$ cat src/rtl/m_reg_read_if.sv
// Issue-stage bus: decoder input, execute output, and writeback/flush from execute.
interface m_reg_read_if #(
  parameter int XLEN      = 32,
  parameter int PAYLOAD_W = 32
);
  logic                 in_valid;
  logic                 in_ready;
  logic [4:0]           in_rd;
  logic [4:0]           in_rs;
  logic [4:0]           in_rq;
  logic                 in_rd_we;
  logic [PAYLOAD_W-1:0] in_payload;

  logic                 out_valid;
  logic                 out_ready;
  logic [4:0]           out_rd;
  logic                 out_rd_we;
  logic [XLEN-1:0]      out_rs_val;
  logic [XLEN-1:0]      out_rq_val;
  logic [PAYLOAD_W-1:0] out_payload;

  logic                 wb_valid;
  logic [4:0]           wb_rd;
  logic [XLEN-1:0]      wb_data;
  logic                 flush;

  // Stage side
  modport slave (
    input  in_valid, in_rd, in_rs, in_rq, in_rd_we, in_payload,
    output in_ready,
    output out_valid, out_rd, out_rd_we, out_rs_val, out_rq_val, out_payload,
    input  out_ready,
    input  wb_valid, wb_rd, wb_data, flush
  );

  // Decoder / execute side
  modport master (
    output in_valid, in_rd, in_rs, in_rq, in_rd_we, in_payload,
    input  in_ready,
    input  out_valid, out_rd, out_rd_we, out_rs_val, out_rq_val, out_payload,
    output out_ready,
    output wb_valid, wb_rd, wb_data, flush
  );
endinterface

$ cat src/rtl/m_reg_read.sv
// Register read / issue stage: regfile read, per-register scoreboard hazard
// stall, one-entry output register toward execute, writeback port.
module m_reg_read #(
  parameter int XLEN      = 32,
  parameter int PAYLOAD_W = 32,
  parameter int BYPASS    = 1
) (
  input logic          clk,
  input logic          rst_n,
  m_reg_read_if.slave  bus
);

  logic [31:0][XLEN-1:0] rf;
  logic [31:0]           sb, sb_nxt;

  logic                  vld_q;
  logic [4:0]            rd_q;
  logic                  rd_we_q;
  logic [XLEN-1:0]       rs_val_q, rq_val_q;
  logic [PAYLOAD_W-1:0]  pay_q;

  logic                  hazard, accept, wb_en, flush_clr;
  logic [XLEN-1:0]       rs_val, rq_val;

  // Same-cycle writeback that can be forwarded to index idx
  function automatic logic byp_hit(input logic [4:0] idx, input logic v, input logic [4:0] wr);
    return (BYPASS != 0) && v && (wr == idx);
  endfunction

  // Register still waiting on an in-flight writer (a forwarded writeback resolves it)
  function automatic logic pend(input logic [31:0] s, input logic [4:0] idx,
                                input logic v, input logic [4:0] wr);
    return s[idx] && (idx != 5'd0) && !byp_hit(idx, v, wr);
  endfunction

  assign wb_en     = bus.wb_valid && (bus.wb_rd != 5'd0);
  assign flush_clr = bus.flush && vld_q && rd_we_q && (rd_q != 5'd0);

  // RAW on either source, WAW on the destination
  assign hazard = pend(sb, bus.in_rs, bus.wb_valid, bus.wb_rd)
                | pend(sb, bus.in_rq, bus.wb_valid, bus.wb_rd)
                | (bus.in_rd_we & pend(sb, bus.in_rd, bus.wb_valid, bus.wb_rd));

  assign bus.in_ready = !hazard && !bus.flush && (!vld_q || bus.out_ready);
  assign accept       = bus.in_valid && bus.in_ready;

  // Operand select: r0 is hardwired zero, then forwarded writeback, then regfile
  always_comb begin
    rs_val = rf[bus.in_rs];
    rq_val = rf[bus.in_rq];
    if (byp_hit(bus.in_rs, bus.wb_valid, bus.wb_rd)) rs_val = bus.wb_data;
    if (byp_hit(bus.in_rq, bus.wb_valid, bus.wb_rd)) rq_val = bus.wb_data;
    if (bus.in_rs == 5'd0) rs_val = '0;
    if (bus.in_rq == 5'd0) rq_val = '0;
  end

  // Scoreboard next state: clears first so a new accept's set wins on the same bit
  always_comb begin
    sb_nxt = sb;
    if (wb_en)     sb_nxt[bus.wb_rd] = 1'b0;
    if (flush_clr) sb_nxt[rd_q]      = 1'b0;
    if (accept && bus.in_rd_we && (bus.in_rd != 5'd0)) sb_nxt[bus.in_rd] = 1'b1;
    sb_nxt[0] = 1'b0;
  end

  // Register file and scoreboard
  always_ff @(posedge clk or negedge rst_n) begin
    if (!rst_n) begin
      rf <= '0;
      sb <= '0;
    end else begin
      if (wb_en) rf[bus.wb_rd] <= bus.wb_data;
      sb <= sb_nxt;
    end
  end

  // Output register: flush beats handshake; accept reloads, otherwise drain on out_ready
  always_ff @(posedge clk or negedge rst_n) begin
    if (!rst_n) begin
      vld_q    <= 1'b0;
      rd_q     <= '0;
      rd_we_q  <= 1'b0;
      rs_val_q <= '0;
      rq_val_q <= '0;
      pay_q    <= '0;
    end else if (bus.flush) begin
      vld_q <= 1'b0;
    end else if (accept) begin
      vld_q    <= 1'b1;
      rd_q     <= bus.in_rd;
      rd_we_q  <= bus.in_rd_we;
      rs_val_q <= rs_val;
      rq_val_q <= rq_val;
      pay_q    <= bus.in_payload;
    end else if (bus.out_ready) begin
      vld_q <= 1'b0;
    end
  end

  assign bus.out_valid   = vld_q;
  assign bus.out_rd      = rd_q;
  assign bus.out_rd_we   = rd_we_q;
  assign bus.out_rs_val  = rs_val_q;
  assign bus.out_rq_val  = rq_val_q;
  assign bus.out_payload = pay_q;

endmodule

$ cat src/flat_wrapper.sv
// flat-port wrapper written by rule: the top's interface ports become plain ports
module m_reg_read_flat 
#(
  parameter int XLEN      = 32,
  parameter int PAYLOAD_W = 32,
  parameter int BYPASS    = 1
)
  (clk, rst_n, bus_in_valid, bus_in_rd, bus_in_rs, bus_in_rq, bus_in_rd_we, bus_in_payload, bus_in_ready, bus_out_valid, bus_out_rd, bus_out_rd_we, bus_out_rs_val, bus_out_rq_val, bus_out_payload, bus_out_ready, bus_wb_valid, bus_wb_rd, bus_wb_data, bus_flush);
  m_reg_read_if #(.XLEN(XLEN), .PAYLOAD_W(PAYLOAD_W)) bus_i ();
  input logic clk;
  input logic rst_n;
  input wire logic [$bits(bus_i.in_valid)-1:0] bus_in_valid;
  input wire logic [$bits(bus_i.in_rd)-1:0] bus_in_rd;
  input wire logic [$bits(bus_i.in_rs)-1:0] bus_in_rs;
  input wire logic [$bits(bus_i.in_rq)-1:0] bus_in_rq;
  input wire logic [$bits(bus_i.in_rd_we)-1:0] bus_in_rd_we;
  input wire logic [$bits(bus_i.in_payload)-1:0] bus_in_payload;
  output wire logic [$bits(bus_i.in_ready)-1:0] bus_in_ready;
  output wire logic [$bits(bus_i.out_valid)-1:0] bus_out_valid;
  output wire logic [$bits(bus_i.out_rd)-1:0] bus_out_rd;
  output wire logic [$bits(bus_i.out_rd_we)-1:0] bus_out_rd_we;
  output wire logic [$bits(bus_i.out_rs_val)-1:0] bus_out_rs_val;
  output wire logic [$bits(bus_i.out_rq_val)-1:0] bus_out_rq_val;
  output wire logic [$bits(bus_i.out_payload)-1:0] bus_out_payload;
  input wire logic [$bits(bus_i.out_ready)-1:0] bus_out_ready;
  input wire logic [$bits(bus_i.wb_valid)-1:0] bus_wb_valid;
  input wire logic [$bits(bus_i.wb_rd)-1:0] bus_wb_rd;
  input wire logic [$bits(bus_i.wb_data)-1:0] bus_wb_data;
  input wire logic [$bits(bus_i.flush)-1:0] bus_flush;
  assign bus_i.in_valid = bus_in_valid;
  assign bus_i.in_rd = bus_in_rd;
  assign bus_i.in_rs = bus_in_rs;
  assign bus_i.in_rq = bus_in_rq;
  assign bus_i.in_rd_we = bus_in_rd_we;
  assign bus_i.in_payload = bus_in_payload;
  assign bus_in_ready = bus_i.in_ready;
  assign bus_out_valid = bus_i.out_valid;
  assign bus_out_rd = bus_i.out_rd;
  assign bus_out_rd_we = bus_i.out_rd_we;
  assign bus_out_rs_val = bus_i.out_rs_val;
  assign bus_out_rq_val = bus_i.out_rq_val;
  assign bus_out_payload = bus_i.out_payload;
  assign bus_i.out_ready = bus_out_ready;
  assign bus_i.wb_valid = bus_wb_valid;
  assign bus_i.wb_rd = bus_wb_rd;
  assign bus_i.wb_data = bus_wb_data;
  assign bus_i.flush = bus_flush;
  m_reg_read #(.XLEN(XLEN), .PAYLOAD_W(PAYLOAD_W), .BYPASS(BYPASS)) u_core (.clk(clk), .rst_n(rst_n), .bus(bus_i));
endmodule
$ cat config.mk
export PLATFORM = sky130hd
export DESIGN_NAME = m_reg_read_flat
export DESIGN_NICKNAME = d
export VERILOG_FILES = /design/src/rtl/m_reg_read_if.sv /design/src/rtl/m_reg_read.sv /design/src/flat_wrapper.sv
export SDC_FILE = /design/constraint.sdc
export NUM_CORES = 2
export LEC_CHECK = 0
export CAP_MARGIN = 0
export CORE_AREA = 2 2 457 459
export DETAILED_ROUTE_END_ITERATION = 10
export DIE_AREA = 0 0 459 461
export PLACE_DENSITY = 0.58
export SYNTH_ARGS = -nofsm -noshare
export SYNTH_HDL_FRONTEND = slang
export SYNTH_SLANG_ARGS = --single-unit
export TNS_END_PERCENT = 100
$ cat constraint.sdc
create_clock -name clk -period 2.6 [get_ports clk]
set_input_delay 0.39 -clock clk [delete_from_list [all_inputs] [get_ports clk]]
set_output_delay 0.39 -clock clk [all_outputs]
set_load 0.02 [all_outputs]
* Yosys cells after proc, flatten, opt, wreduce, memory -nomap -nowiden
Cells that the tools add are included.
** Cells by class
- Order comparisons :: 8
- Equality and inequality tests :: 3
- Multiplexer cells :: 29
- Bitwise logic cells :: 9
- Reduce and logical (&&, ||, !) cells :: 37
** Operator list (count)
- bitwise mux 1024 bit :: 1
- binary-select mux 32 bit (select 5 bit) :: 2
- 2-to-1 mux 32 bit :: 10
- demux 32 bit (select 5 bit) :: 1
- bitwise AND 32 bit :: 2
- inverter 32 bit :: 2
- OR 32 bit :: 1
- < comparator 5 x 6 -> 1 bit, second input constant :: 5
- nonzero test 5 bit :: 5
- logical AND 1 bit :: 21
- binary-select mux 1 bit (select 5 bit) :: 3
- demux 1 bit (select 5 bit) :: 3
- equality test 5 bit :: 3
- greater-or-equal comparator 5 x 1 -> 1 bit, second input constant :: 3
- logical NOT 5 bit :: 2
- 2-to-1 mux 1 bit :: 9
- logical NOT 1 bit :: 6
- nonzero test 3 bit :: 1
- OR 1 bit :: 2
- AND reduction 2 bit :: 1
- bitwise AND 1 bit :: 1
- logical OR 1 bit :: 1
- inverter 1 bit :: 1
** Storage, ports and cells
- Register bits after elaboration :: 1158
- Output and inout port bits :: 104
- Logic and storage cells :: 125

* Depth between registers and ports, before layout
- Depth in word-level cells :: 13
- Depth in mapped cells :: 12

* Least setup slack after synthesis
Ideal clock, no wire load.
- Path kind :: input -> register
- Start :: in bus_in_rq[0]
- End :: reg u_core.rq_val_q[30] (netlist: u_core.bus.out_rq_val[30])
- Library setup time :: 0.125 ns
- Arrival time :: 2.491 ns
- Path slack :: -0.016 ns
- Stages on the path :: 9
- Buffers on the path :: 4
- Cells stage by stage :: buf_6 buf_6 buf_6 buf_2 mux4_2 mux4_2 nor2_1 nor4_1 mux2_2
** Between the ends
- Word-level cells in the longest chain between the ends :: 11
** RTL lines
- from (decl) :: RTL line flat_wrapper.sv:15 : input wire logic [$bits(bus_i.in_rq)-1:0] bus_in_rq;
- binary-select mux 1 bit (select 5 bit) or equality test 5 bit (tied branches) :: RTL line m_reg_read.sv:33, m_reg_read.sv:27
- 2-to-1 mux 1 bit (not written as such) or logical AND 1 bit (tied branches) :: RTL line m_reg_read.sv:33, m_reg_read.sv:27
- logical AND 1 bit or logical NOT 1 bit (tied branches) :: RTL line m_reg_read.sv:33 : return s[idx] && (idx != 5'd0) && !byp_hit(idx, v, wr);
- logical AND 1 bit :: RTL line m_reg_read.sv:33
- OR 1 bit :: RTL line m_reg_read.sv:41 : | pend(sb, bus.in_rq, bus.wb_valid, bus.wb_rd)
- OR 1 bit :: RTL line m_reg_read.sv:42 : | (bus.in_rd_we & pend(sb, bus.in_rd, bus.wb_valid, bus.wb_rd));
- logical NOT 1 bit :: RTL line m_reg_read.sv:44 : assign bus.in_ready = !hazard && !bus.flush && (!vld_q || bus.out_ready);
- logical AND 1 bit (2 in series) :: RTL line m_reg_read.sv:44
- logical AND 1 bit :: RTL line m_reg_read.sv:45 : assign accept = bus.in_valid && bus.in_ready;
- AND reduction 2 bit (no line)
- to (signal assigned) :: RTL line m_reg_read.sv:93 : rq_val_q <= rq_val;
- to (decl) :: RTL line m_reg_read.sv:19 : logic [XLEN-1:0] rs_val_q, rq_val_q;
Parallel ways exist; a longest one is shown, timed or not. The select of a mux whose other input is x is not followed.
A chain may end at the register's enable or synchronous reset.

* Worst setup path after layout
- Start :: reg u_core.sb[27]
- End :: out bus_in_ready
** Between the ends
- Word-level cells in the longest chain between the ends :: 9
** RTL lines
- from (decl) :: RTL line m_reg_read.sv:14 : logic [31:0] sb, sb_nxt;
- from (signal assigned) :: RTL line m_reg_read.sv:73 : sb <= sb_nxt;
- binary-select mux 1 bit (select 5 bit) :: RTL line m_reg_read.sv:33
- 2-to-1 mux 1 bit (not written as such) :: RTL line m_reg_read.sv:33
- logical AND 1 bit (2 in series) :: RTL line m_reg_read.sv:33
- OR 1 bit or bitwise AND 1 bit (tied branches) :: RTL line m_reg_read.sv:41, m_reg_read.sv:42
- OR 1 bit (*) :: RTL line m_reg_read.sv:42
- logical NOT 1 bit (*) :: RTL line m_reg_read.sv:44
- logical AND 1 bit (*) (2 in series) :: RTL line m_reg_read.sv:44
- to (decl) :: RTL line flat_wrapper.sv:18 : output wire logic [$bits(bus_i.in_ready)-1:0] bus_in_ready;
Mark *: on every way between the ends. The rest lies on a longest branch, timed or not. The select of a mux whose other input is x is not followed.

==> results.yml <==
synth:
  synth_most_common_cell: "dfrtp_1"
  async_flop_share_pct: 100
  synth_edf_count: 0
  ys_seq_elements: 1158
  yosysTopAreaCell: "dfrtp_1"
  synthTopCellsByArea: "dfrtp_1, mux2_2, mux4_2, mux2i_1, clkbuf_1"
  netlist_instances: 4149
  ys_types: 64
  synth_nets: 4240
  yosysSeqAreaShare_pct: 46.9
  yosysWarnings: 0
  syn_avg_cell_area_um2: 14.9
  netlist_area_um2: 61800
  synth_top_cell_area_share_pct: 46.9
  ys.flop_type: "dfrtp_1"
  synth_commonest_cells: "dfrtp_1, mux2_2, mux4_2"
run:
  cap_violations: 0
floorplan:
  die_w_um: 459
  fp.dieH_um: 461
  core_area_um2: 206000
  dieArea_um2: 212000
  num_rows: 167
  io_pins: 195
  start_util_pct: 29.9
sta:
  finalCritPeriodShare_pct: 130
  hold_ws_ns: 0.124
  skew_ns: 0.0383
  worstMarginPinSlew_ns: 0.871
  fin_ws_ns: -0.769
  drv_slew: 0
  fmax_mhz: 297
  relSlewSlack_pct: 41.7
  rsz0062_at_grt: "true"
  finalSetupViolCount: 103
  timing.final.hold_violations: 0
  layout_min_cycle_time_ns: 3.37
route:
  num_vias: 41900
  wl_per_cell_um: 29.2
  wl_um: 218000
  postRouteAntennaNets: 0
  first_pass_iters: 5
  routed_via_density: 5.62
  drt_iter0_drc: 4175
  drc_errors: 0
power_and_ir_drop:
  ir_worst_vdd_v: 0.000806
  power_mw: 57.9
  cellPowerDensity_nw_per_um2: 750
  leakage_nw: 33.0
global_routing:
  grtUsageMet2_pct: 32.5
  busiest_layer: "met2"
  grt_use_met1_pct: 27.8
  grt_max_degree: 118
  antenna_found_initial: 11
  track_usage_pct: 20.5
  grtUsageMet3_pct: 3.77
  grt_pass1_vias: 43200
  grt_pass1_wl_um: 318000
  grt_overflow: 0
layout:
  nFillCells: 19400
  design_area_um2: 77200
  drive_gt1_share_pct: 52.7
  syn2layout_area_growth_pct: 24.9
  finalNetCount: 4726
placed_design:
  placement.cell_area_um2: 71900
  io_buffers: 194
  gp_congestion: 0.858
  hpwlAfterDp_um: 144000
  place_ws_ns: -0.881
worst_setup_path:
  r2r_cells: 13
  r2r_end: "u_core.bus.out_payload[3]$_DFFE_PN0P_"
  cp_data_arrival_time_ns: 2.98
  crit_type: "reg2out"
  end_kind: "output port"
  worstSetupStartpoint: "u_core.sb[27]$_DFF_PN0_"
  rrSetupSlack_ns: -0.34
  critPathLaunchType: "register"
  critPathCapture: "bus_in_ready"
  cp.required_ns: 2.21
  crit_fanout: 3
  timing.rr.start: "u_core.sb[27]$_DFF_PN0_"
cts:
  htreeDepth: 4
  numCtsBuffers: 137
  clk_pin_slew_worst_paths_ns: 0.06
  clockRootBuffer: "clkbuf_16"
  clock_sinks: 1158
  cts_tree: "built"
  clock_latency_ns: 0.80
  clockBufferDepth: 3
run_status:
  violations: "setup timing"
  outcome: "finished with violations"
worst_hold_path:
  hold_path_class: "in2async"
==> kinds of logic after synthesis <==
family / synth area share, %
multiplexers: 41.5
flip-flops: 46.9
buffers and inverters: 3.81
AO/OA/AOI/OAI: 4.81
AND/OR/NAND/NOR: 2.77
XOR/XNOR: 0.213
==> flip-flops by register name (all words and copies together), names as in the netlist <==
register and cells:
u_core.bus.out_rs_val 32, u_core.bus.out_rd 5, u_core.bus.out_rq_val 32, u_core.bus.out_rd_we 1
u_core.sb 31, u_core.bus.out_payload 32, u_core.rf 1024, u_core.bus.out_valid 1
==> metrics by stage <==
stage	TNS, ns	std cells	utilization, %
CTS	-19.90	7447	37.4
floorplan	0	4149	-
global placement	-186.27	7165	34.8
finish	-24.54	7453	37.4
detailed placement	-183.95	7165	34.8
global route	-31.31	7453	37.4
==> worst min path at each step <==
stage / cells after the start / start / end / slack (ns)
CTS: 2 / rst_n / u_core.rf[250]$_DFFE_PN0P_ / 0.08
detailed placement: 1 / rst_n / u_core.rf[730]$_DFFE_PN0P_ / 0.33
floorplan: 0 / rst_n / u_core.bus.out_payload[0]$_DFFE_PN0P_ / 0.09
global placement: 1 / rst_n / u_core.rf[186]$_DFFE_PN0P_ / 0.33
global route: 2 / rst_n / u_core.rf[250]$_DFFE_PN0P_ / 0.13
finish: 2 / rst_n / u_core.rf[250]$_DFFE_PN0P_ / 0.12
==> worst max-delay path: stages, from the launching register on <==
cell,delay [ns]
dfrtp_1,0.43
mux4_2,0.49
a22oi_2,0.16
nand2_1,0.10
o31ai_2,0.23
buf_4,0.17
and3b_1,0.16
and3_4,0.30
buf_6,0.15
==> cell type report <==
type	instances	area [um2]	share of cell area [%]
diodes	6	15.0	0.0194
clock buffers	198	4030	5.22
clock inverters	49	566	0.732
inverters	17	65.1	0.0843
multi-input cells	2519	30900	40.0
flip-flops and latches	1158	29000	37.5
well taps	2704	3380	4.38
repair buffers	802	9270	12.0
==> power breakdown <==
group	leakage (nW)	total [mW]	switching [mW]	internal [mW]
Combinational	15.9	13.5	5.39	8.15
Sequential	14.8	24.6	2.94	21.6
Clock	2.28	19.8	8.25	11.5
==> layer usage <==
layer | vias up | routed length, um
met4 | 8 | 8960
met5 | - | 50
li1 | 17100 | -
met3 | 424 | 14200
met2 | 1621 | 102000
met1 | 22700 | 92600
==> what timing repair did <==
action                                 CTS  global route
resized for setup                       53            33
setup endpoints to repair               96           105
hold buffers                             1             0
endpoints found under the hold margin  685             0
buffers inserted                        29            10
cloned                                   8             0
pin swaps                                2             1
==> cell usage in the layout (no fill, tap or decap), types with 10 or more instances in the layout <==
master,count
mux4_2,496
a21oi_1,41
buf_6,22
dfrtp_1,1154
nand2_1,93
clkbuf_16,140
nor2_4,15
o21bai_1,12
nand3_1,32
clkinv_2,27
inv_1,14
clkbuf_8,31
a221oi_1,69
a22oi_1,60
o21ai_0,68
mux2_4,92
mux4_1,18
and2_1,18
a22o_1,12
clkdlybuf4s50_1,182
a211oi_1,32
nor2_1,57
nor2b_1,34
clkbuf_1,27
a221o_1,13
o211ai_1,29
buf_12,203
buf_4,376
mux2_2,999
nor4_1,10
o221ai_1,15
nor3_1,13
a211o_1,10
mux2i_1,139
Power figures use the tool's default switching activity.
